`src/rtl/screen_sprite_rom_pkg.sv`:
```
// Shared constants, ROM identifiers and helper functions for the sprite-lookup
// stage of the VGA pixel path.
package sprite_pkg;

  localparam int IDX_W      = 8;    // palette index width
  localparam int SCREEN_W   = 640;  // visible columns
  localparam int SCREEN_H   = 480;  // visible rows
  localparam int COORD_W    = 10;   // x_loc / y_loc width
  localparam int ADDR_W     = 16;   // all ROM address arithmetic is 16-bit unsigned
  localparam int NUM_DIGITS = 10;   // digit glyphs 0..9

  typedef enum logic [1:0] {
    ROM_TITLE,
    ROM_GOVER,
    ROM_DIGITS
  } rom_id_e;

  // Built-in sprite art: one byte per address, selected by ROM identity.
  // Title art is zero at address 0, so its first pixel is transparent when
  // transparency is enabled.
  function automatic logic [IDX_W-1:0] rom_byte(rom_id_e id, logic [ADDR_W-1:0] a);
    case (id)
      ROM_TITLE: return a[7:0] ^ a[15:8];
      ROM_GOVER: return ~a[7:0] + a[15:8];
      default:   return (a[7:0] + {a[11:8], 4'h0}) ^ {4'h0, a[15:12]};
    endcase
  endfunction

  // Box test, inclusive at the origin and exclusive at origin+size.
  function automatic logic in_box(logic [ADDR_W-1:0] x, logic [ADDR_W-1:0] y,
                                  logic [ADDR_W-1:0] x0, logic [ADDR_W-1:0] y0,
                                  logic [ADDR_W-1:0] w, logic [ADDR_W-1:0] h);
    return (x >= x0) && (x < x0 + w) && (y >= y0) && (y < y0 + h);
  endfunction

endpackage

```
`src/rtl/screen_sprite_rom_if.sv`:
```
// Pixel-path interface: coordinates in from vga_sync, sprite flags and palette
// indices out to the colour mux.
interface screen_sprite_rom_if;
  import sprite_pkg::*;

  logic [COORD_W-1:0]          x_loc;
  logic [COORD_W-1:0]          y_loc;
  logic                        active;
  logic                        title_on;
  logic                        gover_on;
  logic [IDX_W-1:0]            title_idx;
  logic [IDX_W-1:0]            gover_idx;
  logic [NUM_DIGITS-1:0]       dig_on;
  logic [NUM_DIGITS*IDX_W-1:0] dig_idx;

  // Timing generator side.
  modport master (
    output x_loc, y_loc, active,
    input  title_on, gover_on, title_idx, gover_idx, dig_on, dig_idx
  );

  // Sprite-lookup side.
  modport slave (
    input  x_loc, y_loc, active,
    output title_on, gover_on, title_idx, gover_idx, dig_on, dig_idx
  );
endinterface

```
`src/rtl/screen_sprite_rom_rom.sv`:
```
// Synchronous 8-bit sprite ROM: data appears on the clock edge after the
// address. Contents come from the package art selected by ROM_ID.
module sprite_rom import sprite_pkg::*; #(
  parameter int      DEPTH  = 8192,
  parameter rom_id_e ROM_ID = ROM_TITLE
) (
  input  logic              clk,
  input  logic [ADDR_W-1:0] addr,
  output logic [IDX_W-1:0]  data
);

  localparam logic [ADDR_W-1:0] LAST = ADDR_W'(DEPTH - 1);

  // Registered read; addresses past the end read as zero.
  // NOTE: ROM storage carries no reset; the consumer masks its output with reset-cleared flags.
  always_ff @(posedge clk) begin
    data <= (addr <= LAST) ? rom_byte(ROM_ID, addr) : '0;
  end

endmodule

```
`src/rtl/screen_sprite_rom.sv`:
```
// Sprite-lookup stage: per pixel, flags title / game-over / digit-glyph hits and
// returns each sprite's palette index one clock later.
// Optional macro SCREEN_SPRITE_TRANSPARENT_EN: palette index 0 reads as "no hit".
module screen_sprite_rom #(
  parameter int TITLE_X = 256,
  parameter int TITLE_Y = 100,
  parameter int GOVER_X = 256,
  parameter int GOVER_Y = 280,
  parameter int SPR_W   = 128,
  parameter int SPR_H   = 64,
  parameter int DIG_X   = 240,
  parameter int DIG_Y   = 400,
  parameter int DIG_W   = 16,
  parameter int DIG_H   = 24
) (
  input  logic                clk,
  input  logic                rst,
  screen_sprite_rom_if.slave  bus
);
  import sprite_pkg::*;

`ifdef SCREEN_SPRITE_TRANSPARENT_EN
  localparam bit TRANSPARENT = 1'b1;
`else
  localparam bit TRANSPARENT = 1'b0;
`endif

  localparam int K_W = $clog2(NUM_DIGITS);

  localparam logic [ADDR_W-1:0] TX    = ADDR_W'(TITLE_X);
  localparam logic [ADDR_W-1:0] TY    = ADDR_W'(TITLE_Y);
  localparam logic [ADDR_W-1:0] GX    = ADDR_W'(GOVER_X);
  localparam logic [ADDR_W-1:0] GY    = ADDR_W'(GOVER_Y);
  localparam logic [ADDR_W-1:0] SW    = ADDR_W'(SPR_W);
  localparam logic [ADDR_W-1:0] SH    = ADDR_W'(SPR_H);
  localparam logic [ADDR_W-1:0] DX    = ADDR_W'(DIG_X);
  localparam logic [ADDR_W-1:0] DY    = ADDR_W'(DIG_Y);
  localparam logic [ADDR_W-1:0] DW    = ADDR_W'(DIG_W);
  localparam logic [ADDR_W-1:0] DH    = ADDR_W'(DIG_H);
  localparam logic [ADDR_W-1:0] ROW_W = ADDR_W'(NUM_DIGITS * DIG_W);
  localparam logic [ADDR_W-1:0] GLYPH = ADDR_W'(DIG_W * DIG_H);

  logic [ADDR_W-1:0] x, y;
  logic              title_hit, gover_hit, dig_hit;
  logic [ADDR_W-1:0] title_addr, gover_addr, dig_addr, dig_rel_x;
  logic [K_W-1:0]    dig_k;

  logic              title_hit_q, gover_hit_q, dig_hit_q;
  logic [K_W-1:0]    dig_k_q;
  logic [IDX_W-1:0]  title_q, gover_q, dig_q;

  logic                        title_show, gover_show, dig_show;
  logic [NUM_DIGITS-1:0]       dig_on;
  logic [NUM_DIGITS*IDX_W-1:0] dig_idx;

  assign x = ADDR_W'(bus.x_loc);
  assign y = ADDR_W'(bus.y_loc);

  // Hit tests and ROM addresses; a missed box drives address 0 so no
  // out-of-box coordinate ever reaches a ROM. The digit row is one strip of
  // adjacent glyphs, so at most one glyph is hit and one digit ROM serves all.
  always_comb begin
    title_hit  = bus.active && in_box(x, y, TX, TY, SW, SH);
    gover_hit  = bus.active && in_box(x, y, GX, GY, SW, SH);
    dig_hit    = bus.active && in_box(x, y, DX, DY, ROW_W, DH);
    dig_rel_x  = x - DX;
    dig_k      = K_W'(dig_rel_x / DW);
    title_addr = title_hit ? (y - TY) * SW + (x - TX) : '0;
    gover_addr = gover_hit ? (y - GY) * SW + (x - GX) : '0;
    dig_addr   = dig_hit ? ADDR_W'(dig_k) * GLYPH + (y - DY) * DW + dig_rel_x % DW : '0;
  end

  sprite_rom #(.DEPTH(SPR_W * SPR_H), .ROM_ID(ROM_TITLE)) u_title_rom (
    .clk  (clk),
    .addr (title_addr),
    .data (title_q)
  );

  sprite_rom #(.DEPTH(SPR_W * SPR_H), .ROM_ID(ROM_GOVER)) u_gover_rom (
    .clk  (clk),
    .addr (gover_addr),
    .data (gover_q)
  );

  sprite_rom #(.DEPTH(NUM_DIGITS * DIG_W * DIG_H), .ROM_ID(ROM_DIGITS)) u_digit_rom (
    .clk  (clk),
    .addr (dig_addr),
    .data (dig_q)
  );

  // Hit flags registered on the same edge the ROMs capture their reads.
  // NOTE: non-blocking assignments keep every register sampling pre-edge values.
  always_ff @(posedge clk or negedge rst) begin
    if (!rst) begin
      title_hit_q <= 1'b0;
      gover_hit_q <= 1'b0;
      dig_hit_q   <= 1'b0;
      dig_k_q     <= '0;
    end else begin
      title_hit_q <= title_hit;
      gover_hit_q <= gover_hit;
      dig_hit_q   <= dig_hit;
      dig_k_q     <= dig_k;
    end
  end

  // Mask ROM data with the registered hits so a miss never shows stale bytes.
  // NOTE: every output gets a default first so no latch is inferred.
  always_comb begin
    title_show = title_hit_q && (!TRANSPARENT || title_q != '0);
    gover_show = gover_hit_q && (!TRANSPARENT || gover_q != '0);
    dig_show   = dig_hit_q && (!TRANSPARENT || dig_q != '0);
    dig_on     = '0;
    dig_idx    = '0;
    for (int k = 0; k < NUM_DIGITS; k++) begin
      if (dig_show && dig_k_q == K_W'(k)) begin
        dig_on[k]                = 1'b1;
        dig_idx[k*IDX_W +: IDX_W] = dig_q;
      end
    end
  end

  assign bus.title_on  = title_show;
  assign bus.gover_on  = gover_show;
  assign bus.title_idx = title_show ? title_q : '0;
  assign bus.gover_idx = gover_show ? gover_q : '0;
  assign bus.dig_on    = dig_on;
  assign bus.dig_idx   = dig_idx;

endmodule

```
`src/flat_wrapper.sv`:
```
// flat-port wrapper written by rule: the top's interface ports become plain ports
module screen_sprite_rom_flat import sprite_pkg::*;
#(
  parameter int TITLE_X = 256,
  parameter int TITLE_Y = 100,
  parameter int GOVER_X = 256,
  parameter int GOVER_Y = 280,
  parameter int SPR_W   = 128,
  parameter int SPR_H   = 64,
  parameter int DIG_X   = 240,
  parameter int DIG_Y   = 400,
  parameter int DIG_W   = 16,
  parameter int DIG_H   = 24
)
  (clk, rst, bus_x_loc, bus_y_loc, bus_active, bus_title_on, bus_gover_on, bus_title_idx, bus_gover_idx, bus_dig_on, bus_dig_idx);
  screen_sprite_rom_if bus_i ();
  input  logic clk;
  input  logic rst;
  input wire logic [$bits(bus_i.x_loc)-1:0] bus_x_loc;
  input wire logic [$bits(bus_i.y_loc)-1:0] bus_y_loc;
  input wire logic [$bits(bus_i.active)-1:0] bus_active;
  output wire logic [$bits(bus_i.title_on)-1:0] bus_title_on;
  output wire logic [$bits(bus_i.gover_on)-1:0] bus_gover_on;
  output wire logic [$bits(bus_i.title_idx)-1:0] bus_title_idx;
  output wire logic [$bits(bus_i.gover_idx)-1:0] bus_gover_idx;
  output wire logic [$bits(bus_i.dig_on)-1:0] bus_dig_on;
  output wire logic [$bits(bus_i.dig_idx)-1:0] bus_dig_idx;
  assign bus_i.x_loc = bus_x_loc;
  assign bus_i.y_loc = bus_y_loc;
  assign bus_i.active = bus_active;
  assign bus_title_on = bus_i.title_on;
  assign bus_gover_on = bus_i.gover_on;
  assign bus_title_idx = bus_i.title_idx;
  assign bus_gover_idx = bus_i.gover_idx;
  assign bus_dig_on = bus_i.dig_on;
  assign bus_dig_idx = bus_i.dig_idx;
  screen_sprite_rom #(.TITLE_X(TITLE_X), .TITLE_Y(TITLE_Y), .GOVER_X(GOVER_X), .GOVER_Y(GOVER_Y), .SPR_W(SPR_W), .SPR_H(SPR_H), .DIG_X(DIG_X), .DIG_Y(DIG_Y), .DIG_W(DIG_W), .DIG_H(DIG_H)) u_core (.clk(clk), .rst(rst), .bus(bus_i));
endmodule
```
`config.mk`:
```
export PLATFORM = sky130hd
export DESIGN_NAME = screen_sprite_rom_flat
export DESIGN_NICKNAME = d
export VERILOG_FILES = /design/src/rtl/screen_sprite_rom_pkg.sv /design/src/rtl/screen_sprite_rom_if.sv /design/src/rtl/screen_sprite_rom_rom.sv /design/src/rtl/screen_sprite_rom.sv /design/src/flat_wrapper.sv
export SDC_FILE = /design/constraint.sdc
export NUM_CORES = 1
export LEC_CHECK = 0
export ABC_AREA = 0
export BUFFER_PORTS_ARGS = -buffer_cell sky130_fd_sc_hd__buf_2
export CORE_MARGIN = 2
export CORE_UTILIZATION = 30
export CTS_CLUSTER_SIZE = 40
export DETAILED_ROUTE_END_ITERATION = 7
export HOLD_SLACK_MARGIN = 0.03
export SLEW_MARGIN = 40
export SYNTH_ARGS = -nofsm -noshare
export SYNTH_HDL_FRONTEND = slang
export SYNTH_SLANG_ARGS = --single-unit
export TNS_END_PERCENT = 50
```
`constraint.sdc`:
```
create_clock -name clk -period 2.45 [get_ports clk]
set_clock_uncertainty 0.2 [all_clocks]
set_input_delay 0.245 -clock clk [delete_from_list [all_inputs] [get_ports clk]]
set_output_delay 0.245 -clock clk [all_outputs]
set_load 0.05 [all_outputs]
```
==> results.txt, run 1 <==
static leakage: 3.18 nW
final HPWL from detailed placement: 10.4 mm
CTS tree: done
Critical Path End Type: register
deepest clock path buffer count: 2
top post-synthesis cells by area: and2_1 17%, ha_1 17%, dfxtp_1 13%
global-route wire length before repair: 19.2 mm
die height: 116 um
Worst Setup Slack, final: -0.410 ns
ys flop type: dfxtp_1
hold crit path type: in2reg
Buf+Inv Stages, Crit Path: 2
antenna-violating nets left: 0
Crit Path Category: in2reg
CP Launch Point: bus_x_loc[4]
crit path DAT: 2.82 ns
Yosys cell types: 69
most frequent cells in the layout: 118 x buf_2, 114 x buf_4, 101 x and2_1
Register Area: 656 um^2
Iter 0 DRT Violations: 140
Pwr Total: 2.41 mW
Cell Chain, Critical Path: buf_6 > ha_4 > xor2_4 > ha_4 > a21o_1 > a21oi_2 > xnor2_2 > ha_4 > or2_4 > a211o_1 > buf_6 > a21oi_4 > o31ai_4 > a21boi_2 > nor2b_1
routability cong.: 0.862
syn nets: 542
drt drc: 0
Diodes inserted: 0
number of nets in the layout: 793
DRT Wirelength: 12.7 mm
dpl ws: -0.814 ns
stages on the worst setup path: 15
met1 wire length: 5.36 mm
via density per instance: 4.71
port bufs: 130
Ports: 131
largest net degree at the start of global routing: 13
post-synth top area share: 16.9%
RSZ-0062 raised after global routing: yes
Post-synth EDFFs: 0
Fmax: 0.350 GHz
Layout fillers: 1107
DR WL met2: 6.61 mm
Critical Path RT: 2.41 ns
area of the multi-input gates: 3670 um^2
Root Buffer: clkbuf_16
area leader, netlist: and2_1
num rows: 40
routed len/inst: 14.3 um
H-Tree Depth: 2
top layer in use: met4
Layout area overhead: 71.9%
number of global-route vias before repair: 3999
status: finished, violations left
via count: 4167
# clock sinks: 31
fin cells: 884
Initial Util: 31.1%
final hold violations: 0
share of cells above drive strength 1: 53.8%
global route overflow: 0
Slew HR: 60.5%
slowest CP cell: xor2_4
CP startpoint kind: input port
antenna violations before repair: 0
most frequent CP cell: ha_4
Synth warnings: 0
Cells after Synth: 464
PwrDens: 371 nW/um^2
met3 routed WL: 588 um
Reg clk slew, reported paths: 0.05 ns
Die ar.: 13500 um^2
Max Cap Viol: 0
CP delay by family, top: compound AO/OA/AOI/OAI gates
Tightest Pin Transition: 0.590 ns
Die W: 116 um
cts bufs inserted: 5
Crit Path Max Fanout: 4
Core Region: 12200 um^2
final period utilization: 117%
fin crit period: 2.86 ns
mapped cell area: 3780 um^2
# setup viols final: 13
final core utilization: 53.4%
failing checks: negative setup slack
Post-Route Setup TNS: -4.21 ns
FF+latch count, synth: 31
Seq/Total Area, Yosys: 17.4%
post-synthesis async set-or-reset flop share: 22.6%
synthesized area per cell: 8.14 um^2
Max VDD drop: 0.000204 V
most common cell after layout, fill and taps aside: buf_2
gr usage total: 17.7%
Slowest Stage Delay on Critical Path: 0.26 ns
Initial DRT Pass Iterations: 5
Worst Setup EP: u_core.u_digit_rom.data[4]$_SDFF_PN0_
placed cells: 861
pins over their slew limit: 0
## registers in the layout (all words and copies together) (netlist names)
register	count
u_core.u_digit_rom.data	8
u_core.u_gover_rom.data	8
u_core.u_title_rom.data	8
u_core.dig_k_q	4
u_core.bus.gover_on	1
u_core.bus.title_on	1
u_core.dig_hit_q	1
## synthesized netlist by cell type, types with 2 or more instances
library cell and n:
nand2_1 24, a21boi_0 3, a21o_1 4, nand3_1 3
buf_4 3, ha_1 50, or4b_1 2, o21a_1 5
dfxtp_1 24, o211ai_1 4, xnor2_1 24, o21ba_2 2
a21oi_1 17, and4_1 2, nand2b_1 7, o31ai_1 2
mux2i_1 2, nor2_1 32, buf_2 3, o21ai_0 12
a41oi_1 2, a211oi_1 5, nand3b_1 3, a211o_1 4
and3_1 4, nor3b_1 4, xor2_1 14, and2_1 102
o21ai_1 2, nor2b_1 4, fa_1 5, nor3_1 21
dfrtp_1 7, inv_1 27
## metrics by stage
step,hold WS (ns),instance area [um^2]
finish,0.0680,6490
global placement,-0.109,5640
global route,0.0643,6490
floorplan,-0.251,4050
CTS,0.0552,6160
detailed placement,-0.106,5640
## layer usage
metal / up-vias / GRT usage (%)
met5: - / 0
met4: 0 / 3.73
met3: 12 / 0.778
met2: 131 / 34.5
met1: 1935 / 21.3
li1: 2089 / -
## where the power goes
group | switching [mW] | internal, mW
clock network | 0.196 | 0.373
logic | 0.645 | 0.666
registers | 0.0111 | 0.520
total | 0.852 | 1.56
## worst min-delay path by stage
stage | startpoint | endpoint | depth (start not counted)
after floorplan | rst | u_core.bus.gover_on$_DFF_PN0_ | 0
after global placement | rst | u_core.bus.gover_on$_DFF_PN0_ | 1
after detailed placement | rst | u_core.bus.gover_on$_DFF_PN0_ | 1
after CTS | bus_x_loc[2] | u_core.u_digit_rom.data[2]$_SDFF_PN0_ | 3
after global routing | bus_x_loc[2] | u_core.u_digit_rom.data[2]$_SDFF_PN0_ | 3
final | bus_x_loc[2] | u_core.u_digit_rom.data[2]$_SDFF_PN0_ | 3
## kinds of logic (layout without fill, tap and decap cells)
group	Yosys count	after routing	synth area share, %
and+or+nand+nor	220	220	33.2
AOI/OAI and AO/OA	82	82	16.2
adders and majority gates	55	55	19.2
xor gates and xnor gates	39	39	9.24
buffers and inverters	35	287	4.21
DFF	31	31	17.4
muxes	2	2	0.530
## what timing repair did
item | in CTS | in global routing
hold buffers | 1 | 0
pin swaps | 36 | 42
hold endpoints to repair | 7 | 0
gates resized for setup | 66 | 68
setup endpoints to repair | 32 | 29
buffers inserted | 11 | 5
## final cells by class
class / count / area share, %
clock buffer: 6 / 1.98
timing repair buffer: 251 / 25.8
clock inverter: 2 / 0.193
inverter: 28 / 2.10
sequential: 31 / 10.1
multi-input combinational: 398 / 56.6
tap: 168 / 3.24
Power figures use the tool's default switching activity.
==> inputs of run 2 (changes only) <==
- PLACE_DENSITY: not set -> 0.65
==> run 2 against run 1 <==
The flow still finishes with violations (negative setup slack). Via count rose by 1.2%. Clock-buffer cell count did not move. Sequential cell count did not move. Cell count fell by 0.34%. Sequential share of layout area fell by 0.15 points. Clock power rose by 26%. Die area did not move. Total power rose by 8.7%. Sequential power barely moved. Largest cell class unchanged. Non-clock buffer count fell by 3. Critical path type unchanged.
==> results.txt, run 2 (same netlist as run 1, synthesis figures left out) <==
H-Tree Depth: 2 (unchanged)
most common cell after layout, fill and taps aside: buf_2
most frequent cells in the layout: 116 x buf_2, 111 x buf_4, 100 x and2_1
port bufs: 130 (unchanged)
CTS tree: done
Buf+Inv Stages, Crit Path: 1 (-1)
Layout fillers: 1088 (-1.7%)
via count: 4217 (+1.2%)
pins over their slew limit: 0 (unchanged)
global route overflow: 0 (unchanged)
Max VDD drop: 0.000231 V (+13%)
drt drc: 0 (unchanged)
hold path depth: 3 (unchanged)
antenna-violating nets left: 0 (unchanged)
Slew HR: 60.9% (+0.36 points)
Tightest Pin Transition: 0.584 ns (-0.00638 ns)
Cell Chain, Critical Path: buf_12 > ha_4 > xor2_4 > fa_2 > ha_4 > a211o_1 > a21oi_4 > nor3_4 > a221oi_2 > nand3_2 > nor2_1
placed instance area: 5600 um^2 (-0.67%)
largest net degree at the start of global routing: 13 (unchanged)
Ports: 131 (unchanged)
most frequent CP cell: ha_4
via density per instance: 4.79 (+1.5%)
status: finished, violations left
CP delay by family, top: adder cells
gr usage total: 18.2% (+0.56 points)
PwrDens: 398 nW/um^2 (+7.2%)
Max Cap Viol: 0 (unchanged)
number of nets in the layout: 790 (-0.38%)
final hold violations: 0 (unchanged)
crit path DAT: 2.83 ns (about the same)
Crit Path Max Fanout: 4 (unchanged)
routed len/inst: 14.7 um (+2.3%)
Critical Path RT: 2.45 ns (+0.04 ns)
Min Hold Slack: 0.0544 ns (-0.0136 ns)
dpl ws: -0.906 ns (-0.0924 ns)
Reg clk slew, reported paths: 0.05 ns (about the same)
fin crit period: 2.82 ns (-0.0392 ns)
Post-Route Setup TNS: -3.74 ns (+0.469 ns)
slowest CP cell: fa_2
Root Buffer: clkbuf_16
Layout area overhead: 74.4%
deepest clock path buffer count: 2 (unchanged)
Regs by FF count: u_core.u_digit_rom.data x8, u_core.u_gover_rom.data x8, u_core.u_title_rom.data x8
Critical Path End Type: register
Core Region: 12200 um^2 (unchanged)
Fmax: 0.355 GHz (+1.4%)
share of cells above drive strength 1: 53.7% (-0.054 points)
Global Route met2 Usage: 37.0% (+2.5 points)
Diodes inserted: 0 (unchanged)
Die W: 116 um (unchanged)
busiest grt layer: met2
routability cong.: 0.862 (-0.10%)
# clock sinks: 31 (unchanged)
Slowest Stage Delay on Critical Path: 0.51 ns (+0.25 ns)
hold crit path type: in2reg
Global Route met3 Usage: 1.25% (+0.47 points)
RSZ-0062 raised after global routing: yes
failing checks: negative setup slack
die height: 116 um (unchanged)
number of global-route vias before repair: 4132 (+3.3%)
final period utilization: 115% (-1.6 points)
stages on the worst setup path: 11 (-4)
post-route design area: 6590 um^2 (+1.5%)
final core utilization: 54.2% (+0.78 points)
final HPWL from detailed placement: 10.4 mm (about the same)
Crit Path Category: in2reg
antenna violations before repair: 0 (unchanged)
Worst Setup Slack, final: -0.370 ns (+0.0392 ns)
cts bufs inserted: 5 (unchanged)
Initial Util: 31.1% (unchanged)
num rows: 40 (unchanged)
static leakage: 3.22 nW (+1.3%)
# setup viols final: 21 (+8)
Initial DRT Pass Iterations: 4 (-1)
DRT Wirelength: 12.9 mm (+1.9%)
global-route wire length before repair: 19.9 mm (+3.5%)
Iter 0 DRT Violations: 125 (-11%)
CP startpoint kind: input port
met1 global-route usage: 20.3% (-1.1 points)
Die ar.: 13500 um^2 (unchanged)
[run 2: path summary, 6_finish.rpt]
path	startpoint	end	slack, ns
worst max-delay path	bus_x_loc[5]	u_core.u_digit_rom.data[0]$_SDFF_PN0_	-0.37
worst min-delay path	bus_x_loc[2]	u_core.u_digit_rom.data[2]$_SDFF_PN0_	0.05
max in group asynchronous	rst	u_core.dig_k_q[3]$_DFF_PN0_	1.75
min in group asynchronous	rst	u_core.bus.gover_on$_DFF_PN0_	0.14
[run 2: where the power goes]
group | internal [mW] | switching, mW | total (mW) | leakage, nW
registers | 0.520 | 0.0119 | 0.532 | 0.282
clock network | 0.504 | 0.215 | 0.719 | 0.0868
logic | 0.702 | 0.669 | 1.37 | 2.85
total | 1.73 | 0.896 | 2.62 | 3.22
[run 2: metal layers]
metal | share of wire [%] | wire (um) | up-vias
met5 | 0 | 0 | -
met4 | 1.1 | 148 | 0
met3 | 4.3 | 560 | 12
met2 | 54 | 6930 | 119
met1 | 41 | 5290 | 2000
li1 | - | - | 2086
[run 2: cell type report]
cell class	count	area, um^2	share of cell area [%]
clock inverters	2	35.0	0.532
well taps	168	210	3.19
inverters	28	154	2.34
repair buffers	248	1700	25.7
multi-input cells	398	3700	56.2
flip-flops and latches	31	656	9.95
clock buffers	6	139	2.11
[run 2: what timing repair did]
action,4_1_cts,5_1_grt
setup endpoints to repair,40,32
pin swaps,53,33
hold buffers,1,0
hold endpoints to repair,7,0
resized for setup,105,52
setup buffers,13,4
[run 2: per-stage QoR]
stage          total power, mW  cells
2_1_floorplan             1.21    464
3_3_place_gp              1.58    856
3_5_place_dp              1.61    856
4_1_cts                   2.51    878
5_1_grt                   2.75    881
6_report                  2.62    881
